## src/rtl/mem_arb_pkg.sv

```systemverilog
// Shared types and constants for the unified memory port arbiter.
// The MEM_TIMEOUT_EN build option is consumed by mem_port_arbiter.
package mem_arb_pkg;

  typedef enum logic [2:0] {
    IDLE,
    BUSY_I,
    BUSY_D,
    RESP_I,
    RESP_D
  } arb_state_e;

  localparam logic [1:0] BE_WORD = 2'b11;
  localparam logic [1:0] BE_LO   = 2'b01;
  localparam logic [1:0] BE_HI   = 2'b10;

  localparam int unsigned TIMEOUT_CYC_DEF = 64;

  function automatic logic [1:0] lane_be(input logic is_byte, input logic addr0);
    if (!is_byte) begin
      return BE_WORD;
    end
    return addr0 ? BE_HI : BE_LO;
  endfunction

endpackage

```

## src/rtl/byte_lane_unit.sv

```systemverilog
// Combinational byte-lane steering for the 16-bit, two-lane data port:
// store enables/replication and load lane selection with sign/zero extension.
module byte_lane_unit
  import mem_arb_pkg::*;
(
  input  logic        addr0,
  input  logic        dm_byte,
  input  logic        dm_sext,
  input  logic [15:0] wdata,
  input  logic [15:0] rdata,
  output logic [1:0]  mem_be,
  output logic [15:0] mem_wdata,
  output logic [15:0] load_data
);

  logic [7:0] lane;

  always_comb begin
    mem_be    = lane_be(dm_byte, addr0);
    // Byte stores drive both lanes; the enables pick the one that lands.
    mem_wdata = dm_byte ? {wdata[7:0], wdata[7:0]} : wdata;
    lane      = addr0 ? rdata[15:8] : rdata[7:0];
    load_data = dm_byte ? {{8{dm_sext & lane[7]}}, lane} : rdata;
  end

endmodule

```

## src/rtl/mem_port_arbiter.sv

```systemverilog
// Arbitrates the single-ported unified memory between fetch (IF) and data (MEM).
// Define MEM_TIMEOUT_EN to abort accesses that see no mem_ready for TIMEOUT_CYC cycles.
module mem_port_arbiter
  import mem_arb_pkg::*;
#(
  parameter int unsigned AW          = 16,
  parameter int unsigned DW          = 16,
  parameter int unsigned TIMEOUT_CYC = TIMEOUT_CYC_DEF
) (
  input  logic          clk,
  input  logic          rst_n,
  input  logic          if_req,
  input  logic [AW-1:0] if_addr,
  output logic [DW-1:0] if_rdata,
  output logic          if_ack,
  input  logic          dm_req,
  input  logic          dm_we,
  input  logic          dm_byte,
  input  logic          dm_sext,
  input  logic [AW-1:0] dm_addr,
  input  logic [DW-1:0] dm_wdata,
  output logic [DW-1:0] dm_rdata,
  output logic          dm_ack,
  output logic          mem_req,
  output logic          mem_we,
  output logic [AW-2:0] mem_addr,
  output logic [1:0]    mem_be,
  output logic [DW-1:0] mem_wdata,
  input  logic [DW-1:0] mem_rdata,
  input  logic          mem_ready,
  output logic          stall_if,
  output logic          stall_mem,
  output logic          timeout_err
);

  arb_state_e    state_q, state_d;
  logic          mem_req_q, mem_req_d;
  logic          mem_we_q, mem_we_d;
  logic [AW-2:0] mem_addr_q, mem_addr_d;
  logic [1:0]    mem_be_q, mem_be_d;
  logic [DW-1:0] mem_wdata_q, mem_wdata_d;
  logic          if_ack_q, if_ack_d;
  logic          dm_ack_q, dm_ack_d;
  logic [DW-1:0] if_rdata_q, if_rdata_d;
  logic [DW-1:0] dm_rdata_q, dm_rdata_d;
  logic          byte_q, byte_d;
  logic          sext_q, sext_d;
  logic          a0_q, a0_d;

  logic          in_idle, busy, tmo_hit;
  logic          lane_a0, lane_byte, lane_sext;
  logic [1:0]    lane_be_w;
  logic [DW-1:0] lane_wdata, lane_load;

  assign in_idle = (state_q == IDLE);
  assign busy    = (state_q == BUSY_I) || (state_q == BUSY_D);

  // Store steering uses the live request in IDLE; load extension uses the latched one.
  assign lane_a0   = in_idle ? dm_addr[0] : a0_q;
  assign lane_byte = in_idle ? dm_byte    : byte_q;
  assign lane_sext = in_idle ? dm_sext    : sext_q;

  byte_lane_unit u_lanes (
    .addr0     (lane_a0),
    .dm_byte   (lane_byte),
    .dm_sext   (lane_sext),
    .wdata     (dm_wdata),
    .rdata     (mem_rdata),
    .mem_be    (lane_be_w),
    .mem_wdata (lane_wdata),
    .load_data (lane_load)
  );

  always_comb begin
    state_d     = state_q;
    mem_req_d   = mem_req_q;
    mem_we_d    = mem_we_q;
    mem_addr_d  = mem_addr_q;
    mem_be_d    = mem_be_q;
    mem_wdata_d = mem_wdata_q;
    if_ack_d    = 1'b0;
    dm_ack_d    = 1'b0;
    if_rdata_d  = if_rdata_q;
    dm_rdata_d  = dm_rdata_q;
    byte_d      = byte_q;
    sext_d      = sext_q;
    a0_d        = a0_q;

    unique case (state_q)
      IDLE: begin
        // Data wins: its instruction is older than the one being fetched.
        if (dm_req) begin
          state_d     = BUSY_D;
          mem_req_d   = 1'b1;
          mem_we_d    = dm_we;
          mem_addr_d  = dm_addr[AW-1:1];
          mem_be_d    = lane_be_w;
          mem_wdata_d = dm_we ? lane_wdata : '0;
          byte_d      = dm_byte;
          sext_d      = dm_sext;
          a0_d        = dm_addr[0];
        end else if (if_req) begin
          state_d     = BUSY_I;
          mem_req_d   = 1'b1;
          mem_we_d    = 1'b0;
          mem_addr_d  = if_addr[AW-1:1];
          mem_be_d    = BE_WORD;
          mem_wdata_d = '0;
        end
      end
      BUSY_I: begin
        if (mem_ready || tmo_hit) begin
          state_d    = RESP_I;
          mem_req_d  = 1'b0;
          mem_we_d   = 1'b0;
          if_ack_d   = 1'b1;
          if_rdata_d = tmo_hit ? '0 : mem_rdata;
        end
      end
      BUSY_D: begin
        if (mem_ready || tmo_hit) begin
          state_d    = RESP_D;
          mem_req_d  = 1'b0;
          mem_we_d   = 1'b0;
          dm_ack_d   = 1'b1;
          dm_rdata_d = (tmo_hit || mem_we_q) ? '0 : lane_load;
        end
      end
      RESP_I, RESP_D: begin
        state_d = IDLE;
      end
      default: begin
        state_d   = IDLE;
        mem_req_d = 1'b0;
      end
    endcase
  end

  always_ff @(posedge clk or negedge rst_n) begin
    if (!rst_n) begin
      state_q     <= IDLE;
      mem_req_q   <= 1'b0;
      mem_we_q    <= 1'b0;
      mem_addr_q  <= '0;
      mem_be_q    <= '0;
      mem_wdata_q <= '0;
      if_ack_q    <= 1'b0;
      dm_ack_q    <= 1'b0;
      if_rdata_q  <= '0;
      dm_rdata_q  <= '0;
      byte_q      <= 1'b0;
      sext_q      <= 1'b0;
      a0_q        <= 1'b0;
    end else begin
      state_q     <= state_d;
      mem_req_q   <= mem_req_d;
      mem_we_q    <= mem_we_d;
      mem_addr_q  <= mem_addr_d;
      mem_be_q    <= mem_be_d;
      mem_wdata_q <= mem_wdata_d;
      if_ack_q    <= if_ack_d;
      dm_ack_q    <= dm_ack_d;
      if_rdata_q  <= if_rdata_d;
      dm_rdata_q  <= dm_rdata_d;
      byte_q      <= byte_d;
      sext_q      <= sext_d;
      a0_q        <= a0_d;
    end
  end

`ifdef MEM_TIMEOUT_EN
  localparam int unsigned CntW = $clog2(TIMEOUT_CYC + 1);

  logic [CntW-1:0] tmo_cnt_q, tmo_cnt_d;
  logic            timeout_err_q, timeout_err_d;

  // Counter sits at zero outside BUSY, so every access starts counting from zero.
  always_comb begin
    tmo_cnt_d     = '0;
    if (busy) begin
      tmo_cnt_d = tmo_cnt_q + 1'b1;
    end
    timeout_err_d = timeout_err_q | tmo_hit;
  end

  assign tmo_hit = busy && !mem_ready && (tmo_cnt_q == CntW'(TIMEOUT_CYC - 1));

  always_ff @(posedge clk or negedge rst_n) begin
    if (!rst_n) begin
      tmo_cnt_q     <= '0;
      timeout_err_q <= 1'b0;
    end else begin
      tmo_cnt_q     <= tmo_cnt_d;
      timeout_err_q <= timeout_err_d;
    end
  end

  assign timeout_err = timeout_err_q;
`else
  logic unused_tmo;
  assign unused_tmo  = ^{TIMEOUT_CYC, busy};
  assign tmo_hit     = 1'b0;
  assign timeout_err = 1'b0;
`endif

  // Fetches are halfword aligned; the low address bit carries no information.
  logic unused_if_a0;
  assign unused_if_a0 = if_addr[0];

  assign mem_req   = mem_req_q;
  assign mem_we    = mem_we_q;
  assign mem_addr  = mem_addr_q;
  assign mem_be    = mem_be_q;
  assign mem_wdata = mem_wdata_q;
  assign if_ack    = if_ack_q;
  assign dm_ack    = dm_ack_q;
  assign if_rdata  = if_rdata_q;
  assign dm_rdata  = dm_rdata_q;
  assign stall_if  = if_req & ~if_ack_q;
  assign stall_mem = dm_req & ~dm_ack_q;

endmodule

```

## config.mk

```make
export PLATFORM = sky130hd
export DESIGN_NAME = mem_port_arbiter
export DESIGN_NICKNAME = d
export VERILOG_FILES = /design/src/rtl/mem_arb_pkg.sv /design/src/rtl/byte_lane_unit.sv /design/src/rtl/mem_port_arbiter.sv
export SDC_FILE = /design/constraint.sdc
export NUM_CORES = 1
export LEC_CHECK = 0
export BUFFER_PORTS_ARGS = -buffer_cell sky130_fd_sc_hd__buf_4
export CORE_ASPECT_RATIO = 0.8
export CORE_UTILIZATION = 31
export DETAILED_ROUTE_END_ITERATION = 12
export HOLD_SLACK_MARGIN = 0.02
export SYNTH_ARGS = -nofsm -noshare
export SYNTH_HDL_FRONTEND = slang
export SYNTH_SLANG_ARGS = --single-unit
export TNS_END_PERCENT = 10
```

## constraint.sdc

```tcl
create_clock -name clk -period 2.63 [get_ports clk]
set_input_delay 0.526 -clock clk [delete_from_list [all_inputs] [get_ports clk]]
set_output_delay 0.526 -clock clk [all_outputs]
set_load 0.03 [all_outputs]
```

---- Word-level counts from Yosys, hierarchy flattened ----
Cells that the tools add are included.
word-level totals
  output and inout port bits .............. 72
  register bits after elaboration ......... 75
  word-level logic and storage cells ...... 70
cells by class
  equal/unequal tests ..................... 8
  bitwise logic cells ..................... 6
  muxes and demuxes ....................... 31
  reduce and logical (&&, ||, !) cells .... 12
operators with widths
  cell                                                                     number
  16-bit 2-to-1 mux                                                        6
  15-bit 2-to-1 mux                                                        2
  3-bit 2-to-1 mux                                                         4
  1-bit 2-to-1 mux                                                         11
  3-bit case mux with 3 select lines                                       1
  3-bit AND reduction                                                      3
  2-bit 2-to-1 mux                                                         4
  8-bit 2-to-1 mux                                                         1
  2-bit AND reduction                                                      4
  3-bit by 2-bit == test with 1-bit output, second input constant          2
  2-bit inequality test, second input constant                             2
  2-bit nonzero test                                                       2
  2-bit OR reduction                                                       2
  1-bit bitwise AND                                                        3
  3-bit by 1-bit == test with 1-bit output, second input constant          1
  3-bit == test, second input constant                                     1
  3-bit logical NOT                                                        1
  3-bit inequality test, second input constant                             1
  1-bit NOT                                                                3
  1-bit case mux with 3 select lines                                       1
  2-bit by 1-bit inequality test with 1-bit output, second input constant  1
  1-bit case mux with 2 select lines                                       1

---- Depth between registers and ports, before layout ----
Gate-level depths: netlist (run 1).
  word-level depth ........................ 6
  depth in mapped cells ................... 7
  gate-level depth less buffers ........... 4

---- Modules after synthesis ----
A second synthesis (run 1) with hierarchy kept.
unflattened totals
  cells, all modules ...................... 322
  area, all modules ....................... 3689.8 um^2
by module, submodules not included
  module            times used  area an instance (um^2)  cells each
  mem_port_arbiter  1           3303.2                   274
  byte_lane_unit    1           386.6                    48

---- Worst setup path after synthesis (run 1) ----
OpenSTA, ideal clock, no wires.
  kind .................................... input -> output
  start point ............................. input port dm_req
  end point ............................... output port stall_mem
  path slack .............................. 0.586 ns
  arrival time ............................ 1.518 ns
  stages .................................. 4
  data required time ...................... 2.104 ns
  cell sequence ........................... buf_2 -> buf_2 -> inv_1 -> nor2_1
on the way
  longest elaborated chain between the ends .. 1
RTL lines
  what               RTL line                 source
  from (decl)        mem_port_arbiter.sv:16   input logic dm_req,
  1-bit bitwise AND  mem_port_arbiter.sv:220  assign stall_mem = dm_req & ~dm_ack_q;
  to (decl)          mem_port_arbiter.sv:32   output logic stall_mem,
No other way between the ends.

---- Worst setup path after layout (run 1) ----
  start point ............................. register state_q[1]
  end point ............................... register dm_rdata_q[6] (netlist: dm_rdata[6])
on the way
  longest elaborated chain between the ends .. 5
  elaborated cells on any way between the ends .. 8
  classes of those cells .................. eq/ne: 1; mux: 5; reduce/logical: 2
RTL lines
  what                    RTL line                 source
  from (decl)             mem_port_arbiter.sv:36   arb_state_e state_q, state_d;
  from (signal assigned)  mem_port_arbiter.sv:155  state_q <= state_d;
  3-bit logical NOT       mem_port_arbiter.sv:55   assign in_idle = (state_q == IDLE);
  1-bit 2-to-1 mux        mem_port_arbiter.sv:59   assign lane_a0 = in_idle ? dm_addr[0] : a0_q;
  8-bit 2-to-1 mux        byte_lane_unit.sv:22     lane = addr0 ? rdata[15:8] : rdata[7:0];
  16-bit 2-to-1 mux       byte_lane_unit.sv:23     load_data = dm_byte ? {{8{dm_sext & lane[7]}}, lane} : rdata;
  16-bit 2-to-1 mux       mem_port_arbiter.sv:126  dm_rdata_d = (tmo_hit || mem_we_q) ? '0 : lane_load;
  to (signal assigned)    mem_port_arbiter.sv:164  dm_rdata_q <= dm_rdata_d;
  to (decl)               mem_port_arbiter.sv:45   logic [DW-1:0] dm_rdata_q, dm_rdata_d;
Several ways; a longest one is shown, not always the timed one.
A chain may end at the register's enable or synchronous reset.

==> impl_metrics.tcl, run 1 <==
set metrics [dict create \
    outcome "completed" \
    slew_viol_final 0 \
    final_util_pct 46.7 \
    dpl.hpwl_um 6310 \
    drt-pass1-iter-count 4 \
    drt-initial-drc-count 91 \
    stdcell_area_mm2 0.00484 \
    yosysSeqAreaShare_pct 56.0 \
    stdcell_count 589 \
    cts_num_sinks 75 \
    die_height_um 95.0 \
    start_util_pct 32.3 \
    vias 2666 \
    post_drt_wl_per_cell_um 14.8 \
    rsz0062_at_grt "false" \
    numPortBuffers 141 \
    ff2ff_path_depth 4 \
    grt-ovfl-total 0 \
    cts.repair.resized 0 \
    die_area_mm2 0.0112 \
    cap_violations 0 \
    syn_area_per_cell_um2 11.0 \
    regArea_mm2 0.00188 \
    antenna_cells 0 \
    dp_cells 573 \
    finalCriticalPeriod_ns 2.02 \
    r2r_setup_slack_ns 0.61 \
    first_global_vias 2695 \
    post-cts-setup-buffers 0 \
    drc_errors 0 \
    drive_gt1_share_pct 42.3 \
    placed_area_mm2 0.00453 \
    cts_buffers 9 \
    synth_nets 376 \
    multi_input_area_mm2 0.00136 \
    die_width_um 118 \
    internal_power_mw 3.70 \
    drt_wl_total_um 8750 \
    clock_latency_ns 0.33 \
    critical_path.top_delay_family "multiplexers" \
    synth_seq_cells 75 \
    critPathLaunchType "register" \
    cts-root-buf "clkbuf_16" \
    switching_share_pct 43.0 \
    cts_htree_levels 3 \
    r2r-start "state_q[1]" \
    required_ns 2.84 \
    clockBufferDepth 2 \
    crit_path_end_kind "register" \
    syn-cell-area_mm2 0.00335 \
    critPathLaunch "state_q[1]" \
    path_depth 4 \
    crit_chain "nor3_4 > mux2i_4 > mux2i_1 > o21ai_0" \
    reg2reg_to "dm_rdata[6]" \
    clkSlewWorstSetupHoldPaths_ns 0.06 \
    grt_max_degree 76 \
    fin_tns_setup_ns 0 \
    pin_count 144 \
    crit_end "dm_rdata[6]" \
    max_stage_delay_ns 0.59 \
    finalHoldViolCount 0 \
    arrival_ns 2.22 \
    grt_pass1_wl_um 14100 \
    gp_congestion 0.699 \
    power_frac_comb_pct 49.4 \
    cts_tree "done" \
    cp_num_buf_inv 0 \
    ir_drop_uv 589 \
    switchingPower_mw 2.79 \
    powerDensity_mw_per_mm2 1340 \
    finClkSkew_ns 0.00657 \
    setup_viol 0 \
    tightest_slew_ns 1.04 \
    viasPerCell 4.53 \
    path_max_fanout 10 \
    cts_hold_buf 0 \
    max_freq_mhz 496 \
    antenna_found_initial 0 \
    finalCritPeriodShare_pct 76.7 \
    synth_cells 304 \
    final_nets 516 \
    yosysUniqueCellTypes 35 \
    clkPwrFrac_pct 19.5 \
    p_seq_share_pct 31.1 \
    ys.warnings.count 0 \
    max_slew_margin_pct 30.7 \
    drtAntennaViolNets 0 \
    fill_cells 1004 \
    groute.usage.overall_pct 16.3 \
    area_delta_synth_final_pct 44.4 \
    cp_slowest_cell "mux2i_4" \
    min_path_type "in2async" \
    p_leak_nw 2.42 \
    crit_type "reg2reg" \
    coreArea_mm2 0.0104 \
    rows 33 \
]
-- sequential cells by signal (all words and copies together) (netlist names) --
name       flops
a0_q           1
dm_ack         1
mem_addr      15
sext_q         1
if_rdata      16
mem_req        1
state_q        3
mem_wdata     16
mem_we         1
byte_q         1
mem_be         2
if_ack         1
dm_rdata      16
-- power by group through the flow --
stage / clock network (mW) / registers, mW / logic (mW)
after global routing: 1.36 / 2.09 / 3.44
after global placement: 0 / 2.01 / 3.21
after CTS: 1.30 / 2.03 / 3.25
after detailed placement: 0 / 2.04 / 3.25
final: 1.26 / 2.02 / 3.20
after floorplan: 0 / 2.92 / 1.17
-- cell usage after synthesis (all sizes together) --
library cell  instances  area share, %
dfrtp                75             56
nand2                61            6.8
o21ai                43            6.5
mux2i                37             12
mux2                 19            6.5
nor2                 14            1.6
buf                  10            2.4
clkbuf                8           0.93
nand3                 8            1.2
nor2b                 5           0.93
inv                   4           0.45
a21oi                 3           0.45
nor3                  3           0.93
nand2b                2           0.37
or2                   2           0.37
a2111oi               1           0.26
a21boi                1           0.22
a22o                  1           0.26
a31oi                 1           0.19
and2                  1           0.19
conb                  1           0.11
nand4bb               1           0.34
o211ai                1           0.63
o32a                  1           0.30
o32ai                 1           0.26
-- worst reg2reg max path, stage by stage, from the launching register on --
cell	delay (ns)
dfrtp_1	0.50
nor3_4	0.43
mux2i_4	0.59
mux2i_1	0.28
o21ai_0	0.10
-- worst min path at each step --
stage            startpoint            to  slack [ns]  cells after the start
2_1_floorplan         rst_n          a0_q        0.23                      0
3_3_place_gp   mem_wdata[4]  mem_wdata[4]        0.46                      2
3_5_place_dp   mem_wdata[6]  mem_wdata[6]        0.46                      2
4_1_cts               rst_n   if_rdata[3]        0.39                      1
5_1_grt        mem_rdata[4]   if_rdata[4]        0.43                      2
6_report              rst_n   if_rdata[6]        0.34                      1
-- cells by family after synthesis --
logic type	after synthesis	synth area share (%)
and+or+nand+nor	97	12.7
other	1	0.112
AOI/OAI and AO/OA	53	9.11
muxes	56	18.3
DFF	75	56.0
buffers and inverters	22	3.73
-- layout make-up --
cell class                      instances  area share, %
Clock inverter                          6           1.47
Inverter                                4          0.310
Clock buffer                           10           4.94
Multi-Input combinational cell        207           28.0
Tap cell                              140           3.62
Timing Repair Buffer                  147           22.8
Sequential cell                        75           38.8
-- metal layers --
layer	GRT usage, %	share of wire (%)
met1	21.5	46
met4	3.85	0.53
met2	25.8	47
met5	0	0
met3	5.50	7.2
-- cell usage in the layout, fill, tap and decap left out, types with 3 or more instances in the layout --
cell type / n
nand3_1: 8
nor2_1: 14
nor2b_1: 5
inv_1: 4
mux2i_1: 35
o21ai_0: 34
clkbuf_16: 9
dfrtp_1: 75
buf_4: 147
mux2_2: 18
o21ai_1: 8
nand2_1: 61
a21oi_1: 3
-- stage by stage --
stage	total power, mW	worst slack [ns]	hold slack [ns]
global route	6.89	0.497	0.429
global placement	5.22	0.608	0.456
detailed placement	5.29	0.505	0.464
CTS	6.58	0.620	0.393
finish	6.48	0.612	0.342
floorplan	4.09	0.586	0.230
No activity file was read; power rests on OpenSTA's default activity.
==> run 2, diff against run 1 <==
==> constraint.sdc (replaced) <==
create_clock -name clk -period 1.95 [get_ports clk]
set_input_delay 0.39 -clock clk [delete_from_list [all_inputs] [get_ports clk]]
set_output_delay 0.39 -clock clk [all_outputs]
set_load 0.03 [all_outputs]
==> run 2 against run 1 <==
Effect of this change: routed wire length decreased by 0.19%; maximum frequency increased by 13%; core utilization increased by 0.48 points; clock power increased by 26%; sequential power increased by 33%; sequential cell count unchanged; critical path type unchanged; cell count increased by 1.0%; total power increased by 35%; clock skew decreased by 0.0022 ns; die area unchanged.
==> impl_metrics.tcl, run 2 (synthesis results as in run 1) <==
set metrics [dict create \
    r2r-start "state_q[0]" \
    antenna_cells 0 \
    pin_count 144 \
    drt-pass1-iter-count 4 \
    finalCritPeriodShare_pct 91.5 \
    coreArea_mm2 0.0104 \
    p_leak_nw 2.45 \
    cap_violations 0 \
    stdcell_count 595 \
    slew_viol_final 0 \
    reg2reg_to "dm_rdata[0]" \
    numPortBuffers 141 \
    clockBufferDepth 2 \
    min_path_type "in2async" \
    wl_met2_um 3890 \
    fin_tns_setup_ns 0 \
    finalCriticalPeriod_ns 1.78 \
    start_util_pct 32.3 \
    ir_drop_uv 796 \
    clkSlewWorstSetupHoldPaths_ns 0.06 \
    dp_cells 580 \
    cts_num_sinks 75 \
    crit_path_end_kind "register" \
    final_nets 523 \
    powerDensity_mw_per_mm2 1790 \
    tightest_slew_ns 0.800 \
    required_ns 2.15 \
    cts_htree_levels 3 \
    clock_latency_ns 0.33 \
    drtAntennaViolNets 0 \
    r2r_setup_slack_ns 0.17 \
    cts.repair.resized 0 \
    drc_errors 0 \
    drive_gt1_share_pct 43.1 \
    critPathLaunchType "register" \
    wl_met1_um 4220 \
    max_slew_margin_pct 46.5 \
    dpl.hpwl_um 6470 \
    antenna_found_initial 0 \
    drt-initial-drc-count 73 \
    highest_layer "met4" \
    final_common_cell "buf_4" \
    ff2ff_path_depth 5 \
    die_height_um 95.0 \
    arrival_ns 1.99 \
    area_delta_synth_final_pct 45.9 \
    rows 33 \
    max_freq_mhz 560 \
    first_global_vias 2610 \
    die_area_mm2 0.0112 \
    fin_hold_ws_ns 0.0477 \
    finalHoldViolCount 0 \
    setup_viol 0 \
    die_width_um 118 \
    cts-root-buf "clkbuf_16" \
    drt_wl_total_um 8730 \
    outcome "completed" \
    vias 2711 \
    cts_tree "done" \
    wl_met3_um 535 \
    path_max_fanout 11 \
    groute.usage.overall_pct 16.2 \
    post-cts-setup-buffers 0 \
    stdcell_area_mm2 0.00489 \
    grt-ovfl-total 0 \
    finClkSkew_ns 0.00438 \
    rsz0062_at_grt "false" \
    gp_congestion 0.724 \
    grt_max_degree 41 \
    cts_hold_buf 0 \
    cts_buffers 9 \
    crit_type "reg2reg" \
    viasPerCell 4.56 \
    final_cell_mix "buf_4 (152), dfrtp_1 (75), nand2_1 (61)" \
    post_drt_wl_per_cell_um 14.7 \
    grt_pass1_wl_um 13900 \
    placed_area_mm2 0.00460 \
]
## run 2: layout make-up
type / count / area [µm²]
Clock buffer: 9 / 225
Clock inverter: 6 / 57.6
Fill cell: 963 / 5480
Inverter: 4 / 15.0
Multi-Input combinational cell: 207 / 1360
Sequential cell: 75 / 1880
Tap cell: 140 / 175
Timing Repair Buffer: 154 / 1180
## run 2: critical path, cell delays in order, from the launching register on
cell	delay, ns
dfrtp_1	0.47
nor3_4	0.19
buf_12	0.17
mux2i_4	0.50
mux2i_1	0.24
o21ai_0	0.09
## run 2: report_power, final
part | total, mW | switching [mW] | internal (mW) | leakage (nW)
Combinational | 4.46 | 2.69 | 1.77 | 1.37
Clock | 1.59 | 0.620 | 0.973 | 0.141
Sequential | 2.69 | 0.418 | 2.27 | 0.943
Total | 8.74 | 3.73 | 5.01 | 2.45
## run 2: through the flow
stage                     utilization [%]  setup WS [ns]  power (mW)
final                                47.2          0.165        8.74
after global routing                 47.2         0.0398        9.28
after floorplan                         -          0.178        5.51
after CTS                            47.2          0.163        8.86
after global placement               44.4          0.195        7.17
after detailed placement             44.4          0.169        7.23
## run 2: layer usage
metal,track usage (%),up-vias
met1,22.5,1290
li1,-,1329
met2,24.2,84
met4,4.81,0
met5,0,-
met3,5.07,8
## run 2: worst max path at each step
| stage | endpoint | from | slack (ns) | depth (start not counted) |
|---|---|---|---|---|
| floorplan | stall_mem | dm_req | 0.18 | 4 |
| global placement | dm_rdata[6] | state_q[0] | 0.20 | 5 |
| detailed placement | dm_rdata[0] | state_q[0] | 0.17 | 5 |
| CTS | dm_rdata[0] | state_q[0] | 0.16 | 5 |
| global route | dm_rdata[1] | state_q[0] | 0.04 | 5 |
| finish | dm_rdata[0] | state_q[0] | 0.17 | 5 |
